**config.mk**
```make
export PLATFORM = sky130hd
export DESIGN_NAME = serial_tx_shifter
export DESIGN_NICKNAME = d
export VERILOG_FILES = /design/src/rtl/serial_pkg.sv /design/src/rtl/serial_tx_shifter.sv
export SDC_FILE = /design/constraint.sdc
export NUM_CORES = 1
export LEC_CHECK = 0
export BUFFER_PORTS_ARGS = -buffer_cell sky130_fd_sc_hd__clkbuf_2
export CORE_MARGIN = 8
export CORE_UTILIZATION = 40
export CTS_CLUSTER_SIZE = 28
export DETAILED_ROUTE_END_ITERATION = 7
export GPL_ROUTABILITY_DRIVEN = 0
export PLACE_DENSITY = 0.63
export SLEW_MARGIN = 15
export SYNTH_ARGS = -nofsm -noshare
export SYNTH_HDL_FRONTEND = slang
export SYNTH_SLANG_ARGS = --single-unit
```
**constraint.sdc**
```tcl
create_clock -name clk -period 1.6 [get_ports clk]
set_input_delay 0.24 -clock clk [delete_from_list [all_inputs] [get_ports clk]]
set_output_delay 0.24 -clock clk [all_outputs]
set_load 0.05 [all_outputs]
```
**src/rtl/serial_pkg.sv**
```systemverilog
// Shared definitions for the serial transmit path (shifter and sequence detector).
// State encoding for the shifter FSM and the common idle line level live here so
// both ends of the link agree on what an idle line looks like.
package serial_pkg;

    localparam logic [1:0] ST_IDLE   = 2'b00;
    localparam logic [1:0] ST_SHIFT  = 2'b01;
    localparam logic [1:0] ST_PARITY = 2'b10;

    typedef enum logic [1:0] {
        S_IDLE   = ST_IDLE,
        S_SHIFT  = ST_SHIFT,
        S_PARITY = ST_PARITY
    } ser_state_t;

    // Line level while no data or parity bit is on the wire; keeps the detector in its start state.
    localparam logic SER_IDLE_LEVEL = 1'b1;

endpackage

```
**src/rtl/serial_tx_shifter.sv**
```systemverilog
// Parallel-in / serial-out shifter: accepts WIDTH-bit words over valid/ready and
// drives them MSB-first onto dout, one bit per clock.
// Optional feature macro SER_PARITY_EN: appends one even-parity bit after bit 0
// (no gapless streaming in that build, since the parity cycle never accepts a word).
module serial_tx_shifter
    import serial_pkg::*;
#(
    parameter int   WIDTH      = 8,
    parameter logic IDLE_LEVEL = SER_IDLE_LEVEL
) (
    input  logic             clk,
    input  logic             reset_n,
    input  logic             load_valid,
    output logic             load_ready,
    input  logic [WIDTH-1:0] load_data,
    output logic             dout,
    output logic             dout_valid,
    output logic             busy,
    output logic             word_done
);

    localparam int CW = $clog2(WIDTH);
    localparam logic [CW-1:0] LAST = CW'(WIDTH - 1);
`ifndef SER_PARITY_EN
    localparam logic [CW-1:0] LAST_M1 = CW'(WIDTH - 2);
`endif

    ser_state_t       r_state;
    logic [WIDTH-1:0] r_shift;
    logic [CW-1:0]    r_cnt;
    logic             r_dout;
    logic             r_valid;
    logic             r_done;

    ser_state_t       w_state;
    logic [WIDTH-1:0] w_shift;
    logic [CW-1:0]    w_cnt;
    logic             w_dout;
    logic             w_valid;
    logic             w_done;
    logic             w_ready;
    logic             w_xfer;

`ifdef SER_PARITY_EN
    logic             r_parity;
    logic             w_parity;
`endif

    // State, shift register, counter and registered line outputs; reset puts the line idle at once.
    always_ff @(posedge clk or negedge reset_n) begin
        if (!reset_n) begin
            r_state  <= S_IDLE;
            r_shift  <= '0;
            r_cnt    <= '0;
            r_dout   <= IDLE_LEVEL;
            r_valid  <= 1'b0;
            r_done   <= 1'b0;
`ifdef SER_PARITY_EN
            r_parity <= 1'b0;
`endif
        end else begin
            r_state  <= w_state;
            r_shift  <= w_shift;
            r_cnt    <= w_cnt;
            r_dout   <= w_dout;
            r_valid  <= w_valid;
            r_done   <= w_done;
`ifdef SER_PARITY_EN
            r_parity <= w_parity;
`endif
        end
    end

    // Next-state and next-output logic: r_cnt is the index (0 = MSB) of the bit currently on dout.
    always_comb begin
        w_state = r_state;
        w_shift = r_shift;
        w_cnt   = r_cnt;
        w_dout  = IDLE_LEVEL;
        w_valid = 1'b0;
        w_done  = 1'b0;
        w_ready = 1'b0;
`ifdef SER_PARITY_EN
        w_parity = r_parity;
`endif

        case (r_state)
            S_IDLE:  w_ready = 1'b1;
`ifndef SER_PARITY_EN
            S_SHIFT: w_ready = (r_cnt == LAST);
`endif
            default: w_ready = 1'b0;
        endcase
        w_xfer = load_valid && w_ready;

        case (r_state)
            S_SHIFT: begin
                if (r_cnt != LAST) begin
                    w_shift = r_shift << 1;
                    w_cnt   = r_cnt + 1'b1;
                    w_dout  = r_shift[WIDTH-2];
                    w_valid = 1'b1;
`ifndef SER_PARITY_EN
                    w_done  = (r_cnt == LAST_M1);
`endif
                end else begin
                    w_cnt = '0;
`ifdef SER_PARITY_EN
                    w_state = S_PARITY;
                    w_dout  = r_parity;
                    w_valid = 1'b1;
                    w_done  = 1'b1;
`else
                    w_state = S_IDLE;
`endif
                end
            end
            S_PARITY: w_state = S_IDLE;
            default:  w_state = S_IDLE;
        endcase

        if (w_xfer) begin
            w_state = S_SHIFT;
            w_shift = load_data;
            w_cnt   = '0;
            w_dout  = load_data[WIDTH-1];
            w_valid = 1'b1;
            w_done  = 1'b0;
`ifdef SER_PARITY_EN
            w_parity = ^load_data;
`endif
        end
    end

    assign load_ready = w_ready;
    assign dout       = r_dout;
    assign dout_valid = r_valid;
    assign word_done  = r_done;
    assign busy       = (r_state != S_IDLE);

endmodule

```
* Word-level counts from Yosys, hierarchy flattened
Index checks and enable logic that the tools add are counted.
** Word-level totals
- Flip-flop bits (word level) :: 15
- Bits of input ports :: 11
- Output and inout bits :: 5
- Logic and storage cells :: 37
** Cells by class
- Muxes and demuxes :: 19
- Eq/ne operators :: 5
- $add $sub $neg :: 1
- Reductions and logical operators :: 6
** Operators with widths (count)
- $mux W7 :: 3
- $mux W1 :: 9
- $mux W3 :: 3
- $eq A3 B3 Y1 const B :: 2
- $mux W2 :: 3
- $ne A3 B3 Y1 const B :: 2
- $reduce_bool A2 Y1 :: 3
- $add A3 B1 Y3 const B :: 1
- $eq A2 B1 Y1 const B :: 1
- $logic_not A2 Y1 :: 1
- $pmux W1 S2 :: 1
- $reduce_and A2 Y1 :: 1
- $logic_and A1 B1 Y1 :: 1

* Longest topological paths before layout
- Depth after elaboration :: 5
- Gate-level depth with buffers :: 6
- Depth with buffers taken out :: 5

* Worst setup path before layout
OpenSTA, ideal clock, no wires.
- Path type :: reg-to-reg
- Start :: register r_cnt[0]
- End :: register r_shift[1]
- Data required time :: 1.475 ns
- Cell stages (with the launch flop) :: 7
- Path buffers :: 1
- Arrival :: 1.430 ns
- Period minus slack after synthesis :: 1.555 ns
- Path slack :: 0.045 ns
- Setup time :: 0.125 ns
- Cell sequence :: dfrtp_1 ha_1 ha_1 nor2b_4 inv_2 buf_6 mux2_4
** Between the ends
- Longest elaborated chain between the ends :: 5
- Elaborated cells between the ends (all ways) :: 8
- Those cells by class :: 2 x eq/ne; 2 x mux; 4 x reduce/logical
** Ends and longest elaborated chain
- from (decl) :: RTL line serial_tx_shifter.sv:30 : logic [CW-1:0] r_cnt;
- from (signal assigned) :: RTL line serial_tx_shifter.sv:64 : r_cnt <= w_cnt;
- $eq A3 B3 Y1 (*) :: RTL line serial_tx_shifter.sv:90 : S_SHIFT: w_ready = (r_cnt == LAST);
- $pmux W1 S2 (*) :: RTL line serial_tx_shifter.sv:87 : case (r_state)
- named net load_ready :: RTL line serial_tx_shifter.sv:14 : output logic load_ready,
- $logic_and A1 B1 Y1 (*) :: RTL line serial_tx_shifter.sv:94 : w_xfer = load_valid && w_ready;
- $reduce_bool A2 Y1 (no source line)
- $reduce_and A2 Y1 (no source line)
- to (signal assigned) :: RTL line serial_tx_shifter.sv:63 : r_shift <= w_shift;
- to (decl) :: RTL line serial_tx_shifter.sv:29 : logic [WIDTH-1:0] r_shift;
The timed path passes the listed nets; every way through them passes the cells marked *.
A chain may end at the register's enable or synchronous reset.

* Final worst setup path
- Start :: register r_cnt[1]
- End :: output load_ready
** Between the ends
- Longest elaborated chain between the ends :: 2
** Ends and longest elaborated chain (RTL line)
- $eq A3 B3 Y1 :: serial_tx_shifter.sv:90
- $pmux W1 S2 :: serial_tx_shifter.sv:87
- to (decl) :: serial_tx_shifter.sv:14
Every way passes these cells.

==> qor.yml <==
floorplan:
  ios: 16
  dieArea_mm2: 0.003325
  die_w_um: 57.67
  start_util: 0.4157
  fp-row-count: 15
  dieHeight_um: 57.67
  core_region_area_mm2: 0.001670
synthesis:
  synthAdderAreaFrac: 0.05405
  synth_compound_area_frac: 0.02703
  synth_top_family_by_area: "multiplexers"
  synth_area_um2: 694.4
  synth_mux_area_frac: 0.2955
  yosys-top-cells-area: "dfrtp_1, mux2_4, mux2_2"
  yosysSeqAreaShare: 0.5063
  yosys.area.top_type: "dfrtp_1"
  synth-xor-area-share: 0
  avgSynthCellArea_um2: 15.10
  syn_inst: 46
  yosysWarnings: 0
  synthSimpleGateAreaFrac: 0.07387
  ys_types: 17
  syn-num-nets: 60
  synth-seq-cells: 14
  synth.top_cell.area_share: 0.4685
setup_path:
  startpoint_type: "register"
  arrival_ps: 1410
  critPathKind: "reg2out"
  cp.required_ps: 1360
  cp-end-kind: "primary output"
  cp_max_fo: 2
finish:
  postLayoutCoreUtil: 0.5386
  finalNetCount: 85
  final_common_cell: "clkbuf_2"
  mostFrequentLayoutCells: "clkbuf_2, dfrtp_1, mux2_4"
  fin_area_um2: 899.6
  drive_above_1_share: 0.6286
  syn2layout_area_growth_pct: 29.55
  fillers: 139
  diodes: 0
clock_tree:
  cts_buffers: 3
  cts-root-buf: "clkbuf_4"
  ctsHtreeMaxLevel: 1
  max-clock-path-buffers: 2
  worst_skew_pair.late_latency_ps: 280
  clkSinkCount: 14
  cts_tree: "yes"
  clk_pin_slew_ps: 90
detailed_routing:
  drc: 0
  antenna_left: 0
  vias: 447
  dr.pass1.iters: 4
  totalWireLength_mm: 1.289
  wl_per_cell_um: 14.82
  drt_iter0_markers: 5
  vias_per_cell: 5.138
pwr:
  power_density_mw_per_mm2: 1923
  p_leak_uw: 0.0004560
  power_switching_uw: 615.1
  peakVddDrop_v: 0.0008363
  seqPwrFrac: 0.331
  p_clk_frac: 0.152
  p_int_uw: 1115
  comb_power_share: 0.517
  totalPowerFinal_uw: 1730
  swShare: 0.3556
sta:
  worst_slack_ps: -47.54
  hold_slack_ps: 201.6
  slew_viol_final: 0
  setup_violations: 1
  rsz0062_at_grt: "true"
  fin_skew_ps: 0.9051
  fin_crit_sh: 1.030
  clock.fmax_mhz: 607.0
  finalCriticalPeriod_ps: 1648
  hold_violations: 0
  relSlewSlack: 0.7706
  tns_ps: -47.54
  tightest_slew_ps: 344.0
outcome:
  outcome: "finished with violations"
  violations: "negative setup slack"
job:
  maxCapViolations: 0
worst_hold_path:
  hp-class: "in2reg"
global_routing:
  grt_max_degree: 15
  grt_pass1_vias: 477
  antenna_found_initial: 0
  grt-ovfl-total: 0
  grt_pass1_wl_mm: 2.063
  track_usage: 0.08307
place:
  postPlaceCellArea_um2: 775.7
  portBuffers: 15
  dpl.hpwl_um: 873.1
## cells by family after synthesis
| logic type | count (synthesis) |
|---|---|
| adder cells (fa/ha/maj) | 3 |
| AND/OR/NAND/NOR | 8 |
| buffers and inverters | 4 |
| flip-flops | 14 |
| AO/OA/AOI/OAI | 2 |
| multiplexers | 15 |
## cells in the mapped netlist
| master | instances |
|---|---|
| dfrtp_1 | 13 |
| nand2_1 | 1 |
| mux2_2 | 4 |
| inv_2 | 1 |
| nor2b_4 | 1 |
| dfstp_2 | 1 |
| nand2b_1 | 2 |
| nor2_1 | 2 |
| ha_1 | 3 |
| and3_1 | 1 |
| buf_6 | 2 |
| mux2_4 | 10 |
| a32o_1 | 1 |
| inv_1 | 1 |
| or2b_1 | 1 |
| o2bb2ai_1 | 1 |
| mux2i_1 | 1 |
## area by class of cell
class / count / area (µm²) / share of cell area
clock buffer: 4 / 36.28 / 0.04033
multi-input combinational: 28 / 327.8 / 0.3644
timing repair buffer: 22 / 150.1 / 0.1669
sequential: 14 / 351.6 / 0.3908
tap: 17 / 21.27 / 0.02364
inverter: 2 / 12.51 / 0.01391
## layer usage
metal | global-route usage | wire length [µm] | vias up
met3 | 0.02870 | 70 | 4
met5 | 0 | 0 | -
li1 | - | - | 208
met2 | 0.1399 | 671 | 11
met1 | 0.07891 | 500 | 224
met4 | 0.07343 | 46 | 0
## power groups by stage
stage	Sequential [µW]	Combinational (µW)	Clock (µW)
5_1_grt	586	959	281
2_1_floorplan	678	475	0
6_report	572	895	263
3_3_place_gp	574	689	0
3_5_place_dp	579	703	0
4_1_cts	571	861	268
## metrics by stage
| stage | setup slack (ps) | cells |
|---|---|---|
| 5_1_grt | -77.45 | 87 |
| 6_report | -47.54 | 87 |
| 3_3_place_gp | 58.68 | 77 |
| 2_1_floorplan | 45.11 | 46 |
| 4_1_cts | -51.30 | 85 |
| 3_5_place_dp | 23.53 | 77 |
## critical path, stage by stage, from the launching register on
cell and delay, ps:
dfrtp_1 400, ha_2 200, ha_4 170, nor2b_4 150, inv_6 40, clkbuf_16 160
## sequential cells by signal (all words and copies together) (netlist names)
signal and flops:
r_cnt 3, dout 1, r_state 1, word_done 1, r_shift 7, dout_valid 1
## final timing paths
kind,end,startpoint,cells after the start,slack (ps)
min,r_shift[0],load_data[0],3,200
max in group asynchronous,dout,reset_n,2,920
min in group asynchronous,r_cnt[0],reset_n,2,380
max reg2reg,r_shift[2],r_cnt[1],6,40
max,load_ready,r_cnt[1],5,-50
min reg2reg,dout,r_shift[6],1,510
## repair_timing
action,4_1_cts,5_1_grt
resized for setup,8,0
hold buffers,1,0
hold endpoints to repair,13,0
setup endpoints to repair,1,1
setup buffers,3,2
Note: power is estimated with default switching activity, not from simulation.
